## config.mk

```make
export PLATFORM = sky130hd
export DESIGN_NAME = instr_fetch_flat
export DESIGN_NICKNAME = d
export VERILOG_FILES = /design/src/rtl/instr_fetch_pkg.sv /design/src/rtl/instr_fetch_if.sv /design/src/rtl/instr_fetch_fifo.sv /design/src/rtl/instr_fetch.sv /design/src/flat_wrapper.sv
export SDC_FILE = /design/constraint.sdc
export NUM_CORES = 1
export LEC_CHECK = 0
export CORE_ASPECT_RATIO = 0.6
export CORE_MARGIN = 2
export CORE_UTILIZATION = 45
export CTS_CLUSTER_DIAMETER = 50
export DETAILED_ROUTE_END_ITERATION = 7
export PLACE_DENSITY_LB_ADDON = 0.05
export SYNTH_ARGS = -nofsm -noshare
export SYNTH_HDL_FRONTEND = slang
export SYNTH_SLANG_ARGS = --single-unit
```

## constraint.sdc

```tcl
create_clock -name clk -period 6.05 [get_ports clk]
set_input_delay 1.815 -clock clk [delete_from_list [all_inputs] [get_ports clk]]
set_output_delay 1.815 -clock clk [all_outputs]
set_load 0.01 [all_outputs]
```

## src/rtl/instr_fetch_pkg.sv

```systemverilog
// Shared constants and helpers for the instruction fetch stage.
package instr_fetch_pkg;

    localparam int unsigned XLEN        = 32;
    localparam int unsigned INSTR_BYTES = 4;

    localparam logic [XLEN-1:0] RESET_PC_DEFAULT = 32'h0000_0000;
    localparam logic [XLEN-1:0] NOP_INSTR        = 32'h0000_0013;

    // Word-align a byte PC; the low two bits are ignored by the core.
    function automatic logic [XLEN-1:0] align_pc(input logic [XLEN-1:0] pc);
        return {pc[XLEN-1:2], 2'b00};
    endfunction

endpackage

```

## src/rtl/instr_fetch_if.sv

```systemverilog
// ROM, redirect and decode-side signals of the fetch stage.
interface instr_fetch_if
    import instr_fetch_pkg::*;
#(
    parameter int unsigned WORD_SIZE  = 32,
    parameter int unsigned ADDR_DEPTH = 10
);

    logic                  rom_enable;
    logic [ADDR_DEPTH-1:0] rom_addr;
    logic [WORD_SIZE-1:0]  rom_data;
    logic                  redirect_valid;
    logic [XLEN-1:0]       redirect_pc;
    logic                  instr_valid;
    logic                  instr_ready;
    logic [WORD_SIZE-1:0]  instr;
    logic [XLEN-1:0]       instr_pc;

    modport master (
        output rom_enable, rom_addr, instr_valid, instr, instr_pc,
        input  rom_data, redirect_valid, redirect_pc, instr_ready
    );

    modport slave (
        input  rom_enable, rom_addr, instr_valid, instr, instr_pc,
        output rom_data, redirect_valid, redirect_pc, instr_ready
    );

endinterface

```

## src/rtl/instr_fetch_fifo.sv

```systemverilog
// Synchronous FIFO with flush; head reads as zero while empty.
module instr_fetch_fifo #(
    parameter int unsigned DEPTH = 2,
    parameter int unsigned WIDTH = 64,
    localparam int unsigned CNT_W = $clog2(DEPTH + 1)
) (
    input  logic             clk,
    input  logic             rst_n,
    input  logic             push,
    input  logic [WIDTH-1:0] din,
    input  logic             pop,
    input  logic             flush,
    output logic [CNT_W-1:0] count,
    output logic [WIDTH-1:0] head
);

    localparam int unsigned PTR_W = (DEPTH > 1) ? $clog2(DEPTH) : 1;

    logic [WIDTH-1:0] mem [DEPTH];
    logic [PTR_W-1:0] rd_ptr;
    logic [PTR_W-1:0] wr_ptr;
    logic             do_pop;

    function automatic logic [PTR_W-1:0] next_ptr(input logic [PTR_W-1:0] p);
        return (p == PTR_W'(DEPTH - 1)) ? '0 : p + PTR_W'(1);
    endfunction

    assign do_pop = pop & (count != '0);
    assign head   = (count != '0) ? mem[rd_ptr] : '0;

    always_ff @(posedge clk or negedge rst_n) begin
        if (!rst_n) begin
            rd_ptr <= '0;
            wr_ptr <= '0;
            count  <= '0;
        end else if (flush) begin
            rd_ptr <= '0;
            wr_ptr <= '0;
            count  <= '0;
        end else begin
            if (push) begin
                wr_ptr <= next_ptr(wr_ptr);
            end
            if (do_pop) begin
                rd_ptr <= next_ptr(rd_ptr);
            end
            count <= count + CNT_W'(push) - CNT_W'(do_pop);
        end
    end

    // Storage needs no reset: the head is masked while empty.
    always_ff @(posedge clk) begin
        if (push && !flush) begin
            mem[wr_ptr] <= din;
        end
    end

    a_no_overflow: assert property (@(posedge clk) disable iff (!rst_n)
        !(push && !flush && !do_pop && count == CNT_W'(DEPTH)));

endmodule

```

## src/rtl/instr_fetch.sv

```systemverilog
// Fetch stage: owns the PC, issues ROM reads against buffer credits, and
// hands words to decode; a redirect flushes buffered and in-flight fetches.
module instr_fetch
    import instr_fetch_pkg::*;
#(
    parameter int unsigned     WORD_SIZE  = 32,
    parameter int unsigned     ADDR_DEPTH = 10,
    parameter logic [XLEN-1:0] RESET_PC   = RESET_PC_DEFAULT,
    parameter int unsigned     FIFO_DEPTH = 2
) (
    input  logic          clk,
    input  logic          rst_n,
    instr_fetch_if.master bus
);

    localparam int unsigned ENTRY_W = XLEN + WORD_SIZE;
    localparam int unsigned CNT_W   = $clog2(FIFO_DEPTH + 1);
    localparam int unsigned USED_W  = CNT_W + 1;

    logic [XLEN-1:0]    pc;
    logic [XLEN-1:0]    inflight_pc;
    logic               inflight;
    logic               started;
    logic [CNT_W-1:0]   count;
    logic [ENTRY_W-1:0] head;
    logic [USED_W-1:0]  used;
    logic               pop;
    logic               push;
    logic               issue;

    // Credits: buffered words plus the returning read, minus this cycle's pop.
    always_comb begin
        pop   = bus.instr_valid & bus.instr_ready;
        used  = USED_W'(count) + USED_W'(inflight) - USED_W'(pop);
        issue = started & ~bus.redirect_valid & (used < USED_W'(FIFO_DEPTH));
        push  = inflight & ~bus.redirect_valid;
    end

    assign bus.rom_enable  = issue;
    assign bus.rom_addr    = pc[ADDR_DEPTH+1:2];
    assign bus.instr_valid = (count != '0);
    assign bus.instr_pc    = head[ENTRY_W-1 -: XLEN];
    assign bus.instr       = head[WORD_SIZE-1:0];

    always_ff @(posedge clk or negedge rst_n) begin
        if (!rst_n) begin
            pc          <= RESET_PC;
            inflight_pc <= '0;
            inflight    <= 1'b0;
            started     <= 1'b0;
        end else begin
            started  <= 1'b1;
            inflight <= issue;
            if (bus.redirect_valid) begin
                pc <= align_pc(bus.redirect_pc);
            end else if (issue) begin
                pc          <= pc + XLEN'(INSTR_BYTES);
                inflight_pc <= pc;
            end
        end
    end

    instr_fetch_fifo #(
        .DEPTH (FIFO_DEPTH),
        .WIDTH (ENTRY_W)
    ) u_fifo (
        .clk   (clk),
        .rst_n (rst_n),
        .push  (push),
        .din   ({inflight_pc, bus.rom_data}),
        .pop   (pop),
        .flush (bus.redirect_valid),
        .count (count),
        .head  (head)
    );

endmodule

```

## src/flat_wrapper.sv

```systemverilog
// flat-port wrapper written by rule: the top's interface ports become plain ports
module instr_fetch_flat import instr_fetch_pkg::*;
#(
    parameter int unsigned     WORD_SIZE  = 32,
    parameter int unsigned     ADDR_DEPTH = 10,
    parameter logic [XLEN-1:0] RESET_PC   = RESET_PC_DEFAULT,
    parameter int unsigned     FIFO_DEPTH = 2
)
  (clk, rst_n, bus_rom_enable, bus_rom_addr, bus_instr_valid, bus_instr, bus_instr_pc, bus_rom_data, bus_redirect_valid, bus_redirect_pc, bus_instr_ready);
  instr_fetch_if #(.WORD_SIZE(WORD_SIZE), .ADDR_DEPTH(ADDR_DEPTH)) bus_i ();
  input  logic clk;
  input  logic rst_n;
  output wire logic [$bits(bus_i.rom_enable)-1:0] bus_rom_enable;
  output wire logic [$bits(bus_i.rom_addr)-1:0] bus_rom_addr;
  output wire logic [$bits(bus_i.instr_valid)-1:0] bus_instr_valid;
  output wire logic [$bits(bus_i.instr)-1:0] bus_instr;
  output wire logic [$bits(bus_i.instr_pc)-1:0] bus_instr_pc;
  input wire logic [$bits(bus_i.rom_data)-1:0] bus_rom_data;
  input wire logic [$bits(bus_i.redirect_valid)-1:0] bus_redirect_valid;
  input wire logic [$bits(bus_i.redirect_pc)-1:0] bus_redirect_pc;
  input wire logic [$bits(bus_i.instr_ready)-1:0] bus_instr_ready;
  assign bus_rom_enable = bus_i.rom_enable;
  assign bus_rom_addr = bus_i.rom_addr;
  assign bus_instr_valid = bus_i.instr_valid;
  assign bus_instr = bus_i.instr;
  assign bus_instr_pc = bus_i.instr_pc;
  assign bus_i.rom_data = bus_rom_data;
  assign bus_i.redirect_valid = bus_redirect_valid;
  assign bus_i.redirect_pc = bus_redirect_pc;
  assign bus_i.instr_ready = bus_instr_ready;
  instr_fetch #(.WORD_SIZE(WORD_SIZE), .ADDR_DEPTH(ADDR_DEPTH), .RESET_PC(RESET_PC), .FIFO_DEPTH(FIFO_DEPTH)) u_core (.clk(clk), .rst_n(rst_n), .bus(bus_i));
endmodule
```

==> out/metrics.cfg <==
[place]
numPortBuffers = 139
dp_slack_ns = -0.00776
gp_congestion = 0.886
post-dp-hpwl_mm = 12.8

[routing]
wl_mm = 19.6
routedWlPerCell_um = 19.0
drtAntennaViolNets = 0
drc_errors = 0
vias_per_cell = 5.49
first_iter_violations = 541
via_count = 5682
dr.pass1.iters = 5

[clock_network]
ctsRootBufferMaster = clkbuf_16
clk_latency_ns = 0.44
cts.sinks = 190
htree_levels = 4
cts-buffers-inserted = 17
cts_tree = built
clk_pin_slew_worst_paths_ns = 0.07
cts_setup_buffers = 0
clockBufferDepth = 2

[timing]
finalHoldViolations = 0
rsz0062_at_grt = no
fin_crit_sh_pct = 95.6
finalCriticalPeriod_ns = 5.78
fin_ws_ns = 0.267
max_slew_margin_pct = 21.0
fmax_mhz = 173
skew_ns = 0.0148
finalSetupViolCount = 0
drv_slew = 0
worst_pin_slew_ns = 1.17

[synthesis]
synth_ff_type = edfxtp_1
ys_async_sr_fraction_pct = 34.7
yosys.area_share.simple_pct = 14.9
synthAdderAreaFrac_pct = 0.859
synthXorXnorAreaFrac_pct = 0.645
synth_common_cells = edfxtp_1 (124), nand2_1 (102), nor2_1 (71)
syn_avg_cell_area_um2 = 12.5
netlist.top_cell.by_area = edfxtp_1
ys_types = 57
yosysWarnings = 0
ys_seq_area_share_pct = 65.9
synth.area.top_cells = edfxtp_1 (46%), dfrtp_1 (20%), mux2i_1 (7.6%)
synth.most_common_cell = edfxtp_1
synth-compound-area-share_pct = 6.15
synth_top_family_by_area = simple AND/OR/NAND/NOR gates
synthMuxAreaShare_pct = 7.75
ys_seq_elements = 190
synth_edf_count = 124
syn-cell-area_um2 = 8150
yosys.area.top_type_share_pct = 45.7
synth_cells = 653

[setup_path]
arrival_ns = 3.97
reg2reg_slack_ns = 2.76
critPathMaxStageDelay_ns = 0.51
worstPathRequired_ns = 4.24
path_max_fanout = 2
slowest_stage = fa_1
crit_chain = clkdlybuf4s50_1 > and2_1 > ha_1 > nand2b_1 > fa_1 > and3b_2 > nand2_4 > inv_1 > dlygate4sd2_1
critPathTopFamily = buffers and inverters
cp-startpoint = bus_instr_ready
cp-start-kind = primary input
r2r-start = u_core.u_fifo.count[1]
end_kind = primary output
critPathKind = primary input to primary output
cp_num_buf_inv = 3

[global_route]
grt_pass1_wl_mm = 30.4
grt_max_degree = 67
grt_overflow = 0
grt_antenna_before_repair = 1
grt_usage_pct = 21.2
grt_pass1_vias = 5573

[floorplanning]
core_um2 = 17900
die_x_um = 178
die_height_um = 108
start_util_pct = 45.5
num_rows = 38
io_pins = 144
dieArea_um2 = 19200

[final_layout]
fill_cells = 1442
layout-drive-gt1-share_pct = 7.80
multi_input_area_um2 = 2510
n_antenna_cell = 0
seqCellArea_um2 = 5380
area_growth_pct = 26.8
nets = 855
utilization_pct = 57.7

[outcome]
outcome = finished clean

[min_path]
hp-class = flip-flop to flip-flop
hold_start = u_core.inflight_pc[12]

[power]
ir_worst_vdd_v = 0.000305
power.leakage_nw = 3.80
power_per_cell_area_nw_per_um2 = 413

[job]
drv_cap = 0

where the power goes:
group / switching (mW) / internal (mW) / total (mW)
combinational: 0.622 / 0.549 / 1.17
clock: 0.533 / 0.594 / 1.13
sequential: 0.267 / 1.71 / 1.98
cell families after synthesis:
group,after synthesis
other,2
muxes,63
xor gates and xnor gates,6
buffers and inverters,58
and+or+nand+nor,259
adders and majority gates,5
AOI/OAI and AO/OA,70
DFF,190
area by class of cell:
type,count,area share [%]
clock buffer,18,4.15
clock inverter,14,1.60
inverter,13,0.472
multi-input combinational,406,24.2
sequential,190,52.0
tap,240,2.90
timing repair buffer,154,14.6
sequential cells by signal, summed over array words and instances, names as in the netlist:
signal / flops
u_core.inflight: 1
u_core.inflight_pc: 30
u_core.pc: 30
u_core.started: 1
u_core.u_fifo.count: 2
u_core.u_fifo.mem: 124
u_core.u_fifo.rd_ptr: 1
u_core.u_fifo.wr_ptr: 1
through the flow:
step                hold WS [ns]  setup TNS [ns]  power, mW  instance area, um2  std cells
floorplan                  0.442               0       2.62                8160        654
global placement           0.447               0       3.14                9740       1003
detailed placement         0.458        -0.00776       3.17                9740       1003
CTS                        0.475               0       4.31               10300       1035
global route               0.495               0       4.51               10300       1035
finish                     0.474               0       4.27               10300       1035
cell usage in the layout (no fill, tap or decap), types with 3 or more instances in the layout:
master / instances
conb_1: 3
a221o_1: 3
o311ai_1: 4
clkbuf_16: 17
buf_4: 14
nand4_1: 14
xnor2_1: 3
or4_1: 7
nand2_1: 102
nor2_1: 69
nor3_1: 7
nand3_1: 17
o21ai_0: 17
dfrtp_1: 65
inv_6: 4
and2_1: 5
inv_1: 13
and3_1: 4
and4_1: 5
clkdlybuf4s50_1: 137
a211o_1: 3
o211ai_1: 12
ha_1: 4
a21oi_1: 5
a22oi_1: 10
a31oi_1: 3
nor4_1: 7
edfxtp_1: 124
o311ai_0: 6
inv_8: 6
mux2i_1: 62
worst paths after layout:
kind | end | cells after the start
setup / recovery | bus_rom_enable | 9
min in group asynchronous | u_core.pc[19] | 2
hold / removal | u_core.u_fifo.mem[0][44] | 0
hold reg to reg | u_core.u_fifo.mem[0][44] | 0
max in group asynchronous | u_core.u_fifo.rd_ptr | 2
setup reg to reg | u_core.pc[4] | 11
routing by layer:
layer	up-vias	track usage, %	routed length, um
met1	2786	31.8	9410
met5	-	0	0
met4	0	7.67	263
met3	21	4.92	1500
li1	2632	-	-
met2	243	30.1	8450
timing repair:
action,CTS,global route
hold buffers,0,0
setup endpoints to repair,1,0
gates resized for setup,2,0
(Power assumes the default switching activity.)
